`src/rtl/tart_bus_master_pkg.sv`:
```
// Shared definitions for tart_bus_master: command-byte field positions,
// the byte returned on a failed read, and the FSM state encoding.
package tart_bus_master_pkg;

  localparam int         WR_BIT     = 7;
  localparam int         BURST_BIT  = 6;
  localparam logic [7:0] FAULT_BYTE = 8'hEE;

  typedef enum logic [2:0] {
    S_IDLE  = 3'd0,
    S_WDATA = 3'd1,
    S_LEN   = 3'd2,
    S_BUS   = 3'd3,
    S_RESP  = 3'd4,
    S_GAP   = 3'd5
  } state_e;

endpackage

```
`src/rtl/tart_bus_master.sv`:
```
// Byte-stream to 8-bit register bus initiator: single writes, single/burst reads.
// Optional watchdog per bus beat is enabled by defining WB_TIMEOUT_EN.
module tart_bus_master
  import tart_bus_master_pkg::*;
#(
  parameter int WIDTH = 8,
  parameter int ABITS = 4,
  parameter int TOUT  = 31,
  parameter int DELAY = 3
) (
  input  logic             clk_i,
  input  logic             rst_ni,
  input  logic             rx_valid_i,
  input  logic [WIDTH-1:0] rx_data_i,
  output logic             rx_ready_o,
  output logic             tx_valid_o,
  output logic [WIDTH-1:0] tx_data_o,
  input  logic             tx_ready_i,
  output logic             cyc_o,
  output logic             stb_o,
  output logic             we_o,
  output logic [ABITS-1:0] adr_o,
  output logic [WIDTH-1:0] dat_o,
  input  logic             ack_i,
  input  logic             wat_i,
  input  logic             rty_i,
  input  logic             err_i,
  input  logic [WIDTH-1:0] dat_i,
  output logic             busy_o,
  output logic             fault_o
);

  state_e           r_state;
  state_e           w_next;
  logic             r_we;
  logic [ABITS-1:0] r_adr;
  logic [WIDTH-1:0] r_dat;
  logic [7:0]       r_cnt;
  logic [WIDTH-1:0] r_tx_data;
  logic             r_fault;
  logic             w_timeout;
  logic             w_abort;
  logic             w_unused;

  // wat_i only means "keep waiting", which BUS already does without it.
  assign w_unused = wat_i ^ (TOUT == DELAY);

`ifdef WB_TIMEOUT_EN
  localparam logic [7:0] WDOG_LAST = 8'(TOUT - 1);
  logic [7:0] r_wdog;

  always_ff @(posedge clk_i or negedge rst_ni) begin
    if (!rst_ni) begin
      r_wdog <= '0;
    end else if (r_state != S_BUS || rty_i) begin
      r_wdog <= '0;
    end else begin
      r_wdog <= r_wdog + 8'd1;
    end
  end

  assign w_timeout = (r_state == S_BUS) && (r_wdog == WDOG_LAST);
`else
  assign w_timeout = 1'b0;
`endif

  assign w_abort = err_i | w_timeout;

  always_ff @(posedge clk_i or negedge rst_ni) begin
    if (!rst_ni) begin
      r_state <= S_IDLE;
    end else begin
      r_state <= w_next;
    end
  end

  always_comb begin
    w_next     = r_state;
    rx_ready_o = 1'b0;
    tx_valid_o = 1'b0;
    cyc_o      = 1'b0;
    stb_o      = 1'b0;
    busy_o     = (r_state != S_IDLE);
    case (r_state)
      S_IDLE: begin
        rx_ready_o = rst_ni;
        if (rx_valid_i) begin
          if (rx_data_i[WR_BIT])         w_next = S_WDATA;
          else if (rx_data_i[BURST_BIT]) w_next = S_LEN;
          else                           w_next = S_BUS;
        end
      end
      S_WDATA, S_LEN: begin
        rx_ready_o = rst_ni;
        if (rx_valid_i) w_next = S_BUS;
      end
      S_BUS: begin
        cyc_o = 1'b1;
        stb_o = 1'b1;
        // Error (or watchdog) beats a simultaneous ack.
        if (w_abort || ack_i) w_next = r_we ? S_IDLE : S_RESP;
        else if (rty_i)       w_next = S_GAP;
      end
      S_RESP: begin
        cyc_o      = 1'b1;
        tx_valid_o = 1'b1;
        if (tx_ready_i) w_next = (r_cnt == 8'd0) ? S_IDLE : S_GAP;
      end
      S_GAP: begin
        cyc_o  = 1'b1;
        w_next = S_BUS;
      end
      default: w_next = S_IDLE;
    endcase
  end

  // An aborted read clears the beat count so the 0xEE byte is the last one.
  always_ff @(posedge clk_i or negedge rst_ni) begin
    if (!rst_ni) begin
      r_we      <= 1'b0;
      r_adr     <= '0;
      r_dat     <= '0;
      r_cnt     <= '0;
      r_tx_data <= '0;
      r_fault   <= 1'b0;
    end else begin
      r_fault <= 1'b0;
      case (r_state)
        S_IDLE: begin
          if (rx_valid_i) begin
            r_we  <= rx_data_i[WR_BIT];
            r_adr <= rx_data_i[ABITS-1:0];
            r_cnt <= '0;
          end
        end
        S_WDATA: if (rx_valid_i) r_dat <= rx_data_i;
        S_LEN:   if (rx_valid_i) r_cnt <= rx_data_i;
        S_BUS: begin
          if (w_abort) begin
            r_fault <= 1'b1;
            r_cnt   <= '0;
            if (!r_we) r_tx_data <= FAULT_BYTE;
          end else if (ack_i && !r_we) begin
            r_tx_data <= dat_i;
          end
        end
        S_RESP: if (tx_ready_i && r_cnt != 8'd0) r_cnt <= r_cnt - 8'd1;
        default: ;
      endcase
    end
  end

  assign we_o      = r_we;
  assign adr_o     = r_adr;
  assign dat_o     = r_dat;
  assign tx_data_o = r_tx_data;
  assign fault_o   = r_fault;

endmodule

```
`config.mk`:
```
export PLATFORM = sky130hd
export DESIGN_NAME = tart_bus_master
export DESIGN_NICKNAME = d
export VERILOG_FILES = /design/src/rtl/tart_bus_master_pkg.sv /design/src/rtl/tart_bus_master.sv
export SDC_FILE = /design/constraint.sdc
export NUM_CORES = 1
export LEC_CHECK = 0
export BUFFER_PORTS_ARGS = -buffer_cell sky130_fd_sc_hd__buf_2
export CAP_MARGIN = 20
export CORE_AREA = 2 2 69 71
export DETAILED_ROUTE_END_ITERATION = 10
export DIE_AREA = 0 0 71 73
export PLACE_DENSITY = 0.65
export SKIP_CTS_REPAIR_TIMING = 1
export SYNTH_ARGS = -nofsm -noshare
export SYNTH_HDL_FRONTEND = slang
export SYNTH_SLANG_ARGS = --single-unit
export TNS_END_PERCENT = 20
```
`constraint.sdc`:
```
create_clock -name clk_i -period 5.21 [get_ports clk_i]
set_clock_uncertainty 0.2 [all_clocks]
set_input_delay 0.2605 -clock clk_i [delete_from_list [all_inputs] [get_ports clk_i]]
set_output_delay 0.2605 -clock clk_i [all_outputs]
set_load 0.03 [all_outputs]
```
==> results of run 1 <==
==> worst paths after layout <==
path	end	cells after the start	from	slack (ns)
worst max-delay path	tx_valid_o	3	r_state[2]	2.83
worst min-delay path	tx_data_o[4]	3	dat_i[4]	0.02
worst max register to register	r_cnt[2]	4	r_state[2]	2.90
worst min register to register	dat_o[0]	1	dat_o[0]	0.30
max in group asynchronous	r_cnt[3]	2	rst_ni	3.94
min in group asynchronous	dat_o[0]	2	rst_ni	0.39
==> power groups by stage <==
stage,Clock [mW],Sequential [mW],Combinational (mW)
finish,0.250,0.454,0.731
global route,0.272,0.471,0.793
CTS,0.260,0.454,0.734
detailed placement,0,0.457,0.733
global placement,0,0.456,0.725
floorplan,0,0.590,0.412
==> state kept, by name, indices dropped and copies added (netlist names) <==
register,count
dat_o,8
r_cnt,8
tx_data_o,8
adr_o,4
r_state,3
fault_o,1
we_o,1
==> metrics by stage <==
step	instances	cell area, µm²	hold WS [ns]
4_1_cts	267	2070	-0.131
3_3_place_gp	258	1950	0.177
6_report	268	2080	0.0156
3_5_place_dp	259	1950	0.177
2_1_floorplan	163	1670	-0.235
5_1_grt	268	2080	0.0313
==> Yosys cell counts, drive strengths merged (3+ instances only) <==
| library cell | instances | area [µm²] |
|---|---|---|
| dfrtp | 33 | 826 |
| o21ai | 8 | 40.0 |
| or3 | 3 | 18.8 |
| a21oi | 15 | 75.1 |
| nor3 | 3 | 15.0 |
| o22ai | 5 | 31.3 |
| o2bb2ai | 7 | 61.3 |
| mux2 | 13 | 146 |
| nand3b | 3 | 22.5 |
| buf | 4 | 20.0 |
| clkbuf | 4 | 15.0 |
| nor3b | 3 | 22.5 |
| nor2 | 26 | 105 |
| nor4 | 6 | 50.0 |
| inv | 8 | 30.0 |
==> critical path, delay by kind of cell, from the launching register on <==
family	cells	cell delay, ns
simple gates	1	0.62
buf+inv	2	0.41
flops	1	0.60
==> per-layer routing <==
| layer | part of all wire [%] | GRT usage (%) | wire length (µm) | up-vias |
|---|---|---|---|---|
| met5 | 0 | 0 | 0 | - |
| met2 | 47 | 22.6 | 1800 | 26 |
| met1 | 48 | 20.5 | 1830 | 668 |
| met4 | 1.1 | 6.71 | 43 | 0 |
| met3 | 3.6 | 4.14 | 137 | 2 |
| li1 | - | - | - | 697 |
==> cell type report <==
cell class              count  area (µm²)  area share [%]
clock inverters             2        37.5            1.80
repair buffers             51         263            12.6
flip-flops and latches     33         826            39.6
well taps                  54        67.6            3.24
inverters                   8        30.0            1.44
clock buffers               6        82.6            3.96
multi-input cells         114         777            37.3
==> cells by family (layout without fill, tap and decap cells) <==
kind of cell,Yosys count,count (layout),share of synthesized area [%]
AO/OA/AOI/OAI,42,42,16.5
adder cells (fa/ha/maj),2,2,1.50
buffers and inverters,16,67,3.90
flip-flops,33,33,49.5
multiplexers,15,15,9.98
AND/OR/NAND/NOR,55,55,18.6
==> results.sh, run 1 <==
export IMPL_start_kind="register"
export IMPL_setup_viol=0
export IMPL_synth_cell_types=32
export IMPL_wl_per_cell_um=14.2
export IMPL_wirelength_um=3810
export IMPL_clk_path_buf_depth=2
export IMPL_htreeDepth=2
export IMPL_synth_flop_cell="dfrtp_1"
export IMPL_start_util_pct=36.8
export IMPL_pwr_share_comb_pct=50.9
export IMPL_status="complete, no violations"
export IMPL_internal_power_uw=784
export IMPL_fill_cells=409
export IMPL_layout_drive_gt1_share_pct=36.0
export IMPL_io_pins=51
export IMPL_worst_slack_ns=2.83
export IMPL_track_usage_pct=15.1
export IMPL_vias_per_cell=5.20
export IMPL_period_needed_ns=2.38
export IMPL_clkPwrFrac_pct=17.4
export IMPL_yosys_warnings=0
export IMPL_crit_type="reg2out"
export IMPL_gp_congestion=0.842
export IMPL_first_global_vias=1273
export IMPL_cts_tree="built"
export IMPL_drtIter0Drc=111
export IMPL_clock_sinks=33
export IMPL_dpl_worst_slack_ns=2.94
export IMPL_fmax_mhz=420
export IMPL_syn_num_nets=189
export IMPL_grt_first_pass_wirelength_um=6180
export IMPL_cp_end_kind="output port"
export IMPL_slowest_delay_ns=0.62
export IMPL_dpl_hpwl_um=2740
export IMPL_swShare_pct=45.4
export IMPL_nNetsFinal=239
export IMPL_finalPower_mw=1.44
export IMPL_ys_seq_elements=33
export IMPL_grt_max_degree=35
export IMPL_arrival_ns=1.92
export IMPL_hold_class="in2reg"
export IMPL_p_seq_share_pct=31.7
export IMPL_die_h_um=73
export IMPL_final_cell_mix="buf_2 (49), dfrtp_1 (33), nor2_1 (25)"
export IMPL_finalCoreUtilization_pct=45.9
export IMPL_hold_viol=0
export IMPL_cap_viol_max_count=0
export IMPL_antenna_found_initial=0
export IMPL_rows=25
export IMPL_postRouteAntennaNets=0
export IMPL_insertion_delay_ns=0.28
export IMPL_tightestPinTransition_ns=1.04
export IMPL_overflow=0
export IMPL_avgSynthCellArea_um2=10.2
export IMPL_antenna_cells=0
export IMPL_synthesis_area_um2=1670
export IMPL_tns_ns=0
export IMPL_drc_errors=0
export IMPL_die_x_um=71
export IMPL_dieArea_um2=5180
export IMPL_portBuffers=49
export IMPL_critPathRequiredTime_ns=4.75
export IMPL_rsz0062_at_grt="no"
export IMPL_post_route_period_util_pct=45.7
export IMPL_synth_seq_area_share_pct=49.5
export IMPL_first_pass_iters=4
export IMPL_critPathMaxFanout=15
export IMPL_vdd_drop_max_uv=244
export IMPL_async_reset_ff_share_pct=100
export IMPL_cp_cell_sequence="or3b_1 -> inv_1 -> buf_2"
export IMPL_p_leak_nw=0.942
export IMPL_synth_edff_count=0
export IMPL_cts_root_buffer="clkbuf_8"
export IMPL_cts_clk_slew_worst_paths_ns=0.07
export IMPL_slew_violations=0
export IMPL_cts_buffers=5
export IMPL_syn2layout_area_growth_pct=24.9
export IMPL_core_area_um2=4540
export IMPL_p_sw_uw=651
export IMPL_relSlewSlack_pct=30.4
export IMPL_worst_path_max_delay_cell="or3b_1"
export IMPL_num_vias=1393
export IMPL_layout_commonest_cell="buf_2"
export IMPL_power_density_nw_per_um2=689
export IMPL_synth_cells=163
No activity file was read; power rests on OpenSTA's default activity.
==> run 2: changes to the inputs <==
PLACE_DENSITY = 0.67   (was 0.65)
clock period = 2 ns   (was 5.21 ns; I/O delays follow)
==> results.sh, run 2 (synthesis results as in run 1) <==
export IMPL_cp_cell_sequence="or3b_1 -> buf_4 -> inv_1 -> clkbuf_4"
export IMPL_holdPathStages=4
export IMPL_wirelength_um=4270
export IMPL_die_h_um=73
export IMPL_timing_hold_ws_ns=0.0114
export IMPL_portBuffers=49
export IMPL_internal_power_mw=2.18
export IMPL_worst_path_max_delay_cell="dfrtp_2"
export IMPL_gp_congestion=0.790
export IMPL_final_cell_mix="buf_2 (48), dfrtp_1 (31), nor2_1 (24)"
export IMPL_tightestPinTransition_ns=0.454
export IMPL_drc_errors=0
export IMPL_cap_viol_max_count=0
export IMPL_design_area_um2=2350
export IMPL_cts_tree="built"
export IMPL_first_global_vias=1306
export IMPL_arrival_ns=1.67
export IMPL_crit_family="buffers and inverters"
export IMPL_first_pass_iters=4
export IMPL_nNetsFinal=268
export IMPL_wl_per_cell_um=14.4
export IMPL_rr_worst_depth=7
export IMPL_htreeDepth=2
export IMPL_hp_start="ack_i"
export IMPL_p_sw_mw=1.74
export IMPL_antenna_found_initial=0
export IMPL_hold_end="r_state[1]"
export IMPL_p_leak_nw=1.07
export IMPL_cp_end_kind="output port"
export IMPL_pwr_share_comb_pct=54.3
export IMPL_die_x_um=71
export IMPL_hold_viol=0
export IMPL_rows=25
export IMPL_start_kind="register"
export IMPL_place_area_um2=2030
export IMPL_r2r_end="r_cnt[4]"
export IMPL_status="complete, no violations"
export IMPL_dpl_worst_slack_ns=0.0718
export IMPL_core_area_um2=4540
export IMPL_period_needed_ns=1.97
export IMPL_cts_buffers=5
export IMPL_fmax_mhz=508
export IMPL_grt_max_degree=34
export IMPL_relSlewSlack_pct=69.5
export IMPL_io_pins=51
export IMPL_crit_type="reg2out"
export IMPL_track_usage_pct=15.8
export IMPL_power_density_nw_per_um2=1670
export IMPL_dp_cells=269
export IMPL_layout_commonest_cell="buf_2"
export IMPL_cts_root_buffer="clkbuf_8"
export IMPL_finalPower_mw=3.92
export IMPL_insertion_delay_ns=0.28
export IMPL_rsz0062_at_grt="yes"
export IMPL_p_seq_share_pct=29.3
export IMPL_clock_sinks=33
export IMPL_worst_slack_ns=0.0332
export IMPL_timing_rr_start="r_cnt[0]"
export IMPL_layout_drive_gt1_share_pct=36.6
export IMPL_num_vias=1502
export IMPL_postRouteAntennaNets=0
export IMPL_crit_buf_inv=3
export IMPL_slew_violations=0
export IMPL_dieArea_um2=5180
export IMPL_start_util_pct=36.8
export IMPL_slowest_delay_ns=0.45
export IMPL_cts_clk_slew_worst_paths_ns=0.06
export IMPL_clkPwrFrac_pct=16.4
export IMPL_syn2layout_area_growth_pct=41.0
export IMPL_finalNonFillerCells=297
export IMPL_swShare_pct=44.4
export IMPL_grt_first_pass_wirelength_um=6350
export IMPL_clk_path_buf_depth=2
export IMPL_vias_per_cell=5.06
export IMPL_overflow=0
export IMPL_r2r_slack_ns=0.09
export IMPL_hold_class="in2reg"
export IMPL_antenna_cells=0
export IMPL_post_route_period_util_pct=98.3
export IMPL_critPathRequiredTime_ns=1.70
export IMPL_vdd_drop_max_uv=806
export IMPL_setup_viol=0
export IMPL_critPathMaxFanout=13
export IMPL_dpl_hpwl_um=2910
export IMPL_drtIter0Drc=63
## run 2: layer usage
metal	vias up	track usage [%]	routed length, µm
met2	32	23.2	2130
li1	748	-	-
met3	7	3.45	155
met5	-	0	0
met1	715	22.5	1930
met4	0	7.13	57
## run 2: area by class of cell
| type | count | area, µm² |
|---|---|---|
| Timing Repair Buffer | 80 | 531 |
| Clock inverter | 1 | 30.0 |
| Tap cell | 54 | 67.6 |
| Sequential cell | 33 | 828 |
| Multi-Input combinational cell | 114 | 779 |
| Fill cell | 400 | 2180 |
| Inverter | 8 | 30.0 |
| Clock buffer | 7 | 86.3 |
## run 2: worst reg2reg max path, cell delays in order (launching register included)
cell	delay, ns
dfrtp_1	0.35
inv_1	0.08
ha_1	0.20
nor3b_1	0.14
buf_4	0.14
a211oi_4	0.39
o22ai_1	0.15
o2bb2ai_1	0.14
## run 2: power by group through the flow
stage / Combinational (mW) / Sequential (mW) / Clock [mW]
6_report: 2.13 / 1.15 / 0.642
5_1_grt: 2.30 / 1.20 / 0.693
4_1_cts: 2.10 / 1.14 / 0.664
3_5_place_dp: 2.09 / 1.15 / 0
3_3_place_gp: 2.07 / 1.15 / 0
2_1_floorplan: 1.08 / 1.54 / 0
## run 2: worst max path at each step
stage / startpoint / end / slack, ns / cells past startpoint
after floorplan: r_state[1] / adr_o[0] / 0.05 / 4
after global placement: r_cnt[0] / r_cnt[4] / 0.08 / 7
after detailed placement: r_cnt[0] / r_cnt[4] / 0.07 / 7
after CTS: r_state[1] / tx_valid_o / 0.007 / 4
after global routing: r_cnt[0] / r_cnt[7] / -0.03 / 7
final: r_state[1] / tx_valid_o / 0.03 / 4
## run 2: per-stage QoR
step | setup TNS [ns] | utilization [%]
after floorplan | 0 | -
after global placement | 0 | 44.8
after detailed placement | 0 | 44.8
after CTS | 0 | 47.3
after global routing | -0.0998 | 51.9
final | 0 | 51.9
==> run 3: changes to the inputs <==
==> constraint.sdc (replaced) <==
create_clock -name clk_i -period 2 [get_ports clk_i]
set_clock_uncertainty 0.2 [all_clocks]
set_input_delay 0 -clock clk_i [delete_from_list [all_inputs] [get_ports clk_i]]
set_output_delay 0 -clock clk_i [all_outputs]
set_load 0.03 [all_outputs]
==> results.sh, run 3 (synthesis results as in run 1) <==
export IMPL_overflow=0
export IMPL_nNetsFinal=277
export IMPL_setup_viol=0
export IMPL_first_pass_iters=4
export IMPL_arrival_ns=1.72
export IMPL_crit_buf_inv=3
export IMPL_power_density_nw_per_um2=1570
export IMPL_rsz0062_at_grt="yes"
export IMPL_cp_cell_sequence="or3b_1 -> buf_4 -> inv_1 -> buf_2"
export IMPL_multi_input_area_um2=786
export IMPL_swShare_pct=46.4
export IMPL_p_leak_nw=1.10
export IMPL_hold_class="in2async"
export IMPL_core_area_um2=4540
export IMPL_use_met2_pct=23.2
export IMPL_dieArea_um2=5180
export IMPL_io_pins=51
export IMPL_gp_congestion=0.810
export IMPL_cts_clk_slew_worst_paths_ns=0.07
export IMPL_crit_path_start="r_state[1]"
export IMPL_place_area_um2=2030
export IMPL_dpl_hpwl_um=2910
export IMPL_die_h_um=73
export IMPL_worst_path_max_delay_cell="or3b_1"
export IMPL_met1_usage_pct=23.5
export IMPL_rr_worst_depth=8
export IMPL_cts_buffers=5
export IMPL_final_cell_mix="buf_2 (49), dfrtp_1 (33), dlygate4sd3_1 (28)"
export IMPL_pwr_share_comb_pct=56.8
export IMPL_antenna_found_initial=0
export IMPL_fmax_mhz=522
export IMPL_portBuffers=49
export IMPL_num_vias=1620
export IMPL_crit_type="reg2out"
export IMPL_tightestPinTransition_ns=0.435
export IMPL_hold_viol=0
export IMPL_track_usage_pct=16.2
export IMPL_die_x_um=71
export IMPL_grt_first_pass_wirelength_um=6560
export IMPL_fill_cells=409
export IMPL_vdd_drop_max_uv=657
export IMPL_vias_per_cell=5.29
export IMPL_wl_per_cell_um=14.5
export IMPL_start_util_pct=36.8
export IMPL_crit_family="buffers and inverters"
export IMPL_regArea_um2=826
export IMPL_postRouteAntennaNets=0
export IMPL_layout_drive_gt1_share_pct=35.3
export IMPL_grt_busiest_layer="met1"
export IMPL_p_sw_mw=1.75
export IMPL_clk_path_buf_depth=2
export IMPL_cts_tree="built"
export IMPL_critPathMaxFanout=13
export IMPL_slew_violations=0
export IMPL_insertion_delay_ns=0.28
export IMPL_drtIter0Drc=51
export IMPL_finalPower_mw=3.77
export IMPL_grt_max_degree=26
export IMPL_design_area_um2=2410
export IMPL_critPathRequiredTime_ns=1.80
export IMPL_clkPwrFrac_pct=12.8
export IMPL_rows=25
export IMPL_status="complete, no violations"
export IMPL_timing_hold_ws_ns=0.122
export IMPL_first_global_vias=1363
export IMPL_slowest_delay_ns=0.46
export IMPL_drc_errors=0
export IMPL_tns_ns=0
export IMPL_timing_rr_start="r_cnt[0]"
export IMPL_antenna_cells=0
export IMPL_syn2layout_area_growth_pct=44.3
export IMPL_clock_sinks=33
export IMPL_post_route_period_util_pct=95.8
export IMPL_wirelength_um=4430
export IMPL_start_kind="register"
export IMPL_internal_power_mw=2.02
export IMPL_cp_end_kind="output port"
export IMPL_layout_commonest_cell="buf_2"
export IMPL_cap_viol_max_count=0
export IMPL_cp_depth=4
export IMPL_grtUsageMet3_pct=3.59
export IMPL_htreeDepth=2
export IMPL_cts_root_buffer="clkbuf_8"
export IMPL_relSlewSlack_pct=70.7
export IMPL_period_needed_ns=1.92
export IMPL_p_seq_share_pct=30.5
[run 3: changes by cell type in the layout (fill, tap and decap cells not counted), sizes merged]
cell / before / now
dlygate4sd3: 20 / 28
bufinv: 1 / 0
clkinv: 0 / 2
buf: 59 / 61
clkbuf: 8 / 6
[run 3: worst register-to-register path, delay by kind of cell (launching register included)]
family | cells | cell delay (ns)
AOI/OAI and AO/OA | 1 | 0.05
adders and majority gates | 1 | 0.16
buffers and inverters | 3 | 0.43
DFF | 1 | 0.38
muxes | 1 | 0.22
and+or+nand+nor | 2 | 0.40
[run 3: power groups by stage]
stage               clock (mW)  sequential, mW  combinational [mW]
finish                   0.482            1.15                2.14
floorplan                    0            1.54                1.08
detailed placement           0            1.16                2.08
global route             0.530            1.19                2.31
global placement             0            1.15                2.07
CTS                      0.500            1.15                2.09
[run 3: stage by stage]
stage	std cells	setup slack, ns	util [%]
2_1_floorplan	163	0.0517	-
4_1_cts	277	0.0702	46.6
3_3_place_gp	269	0.0873	44.8
5_1_grt	306	-0.0134	53.1
3_5_place_dp	269	0.0850	44.8
6_report	306	0.0847	53.1
[run 3: cell type report]
type	count	share of cell area (%)
sequential	33	34.3
timing repair buffer	89	25.6
multi-input combinational	114	32.6
clock buffer	6	3.01
tap	54	2.81
clock inverter	2	0.416
inverter	8	1.25
[run 3: routing by layer]
layer	vias to the layer above	routed length, µm
met5	-	0
met4	0	70
met3	6	154
met2	35	2140
met1	811	2060
li1	768	-
[run 3: path summary, 6_finish.rpt]
kind / end / slack, ns
setup / recovery: tx_valid_o / 0.08
hold / removal: dat_o[4] / 0.12
setup reg to reg: r_cnt[0] / 0.08
hold reg to reg: dat_o[0] / 0.30
max in group asynchronous: r_cnt[1] / 0.76
min in group clk_i: dat_o[0] / 0.30
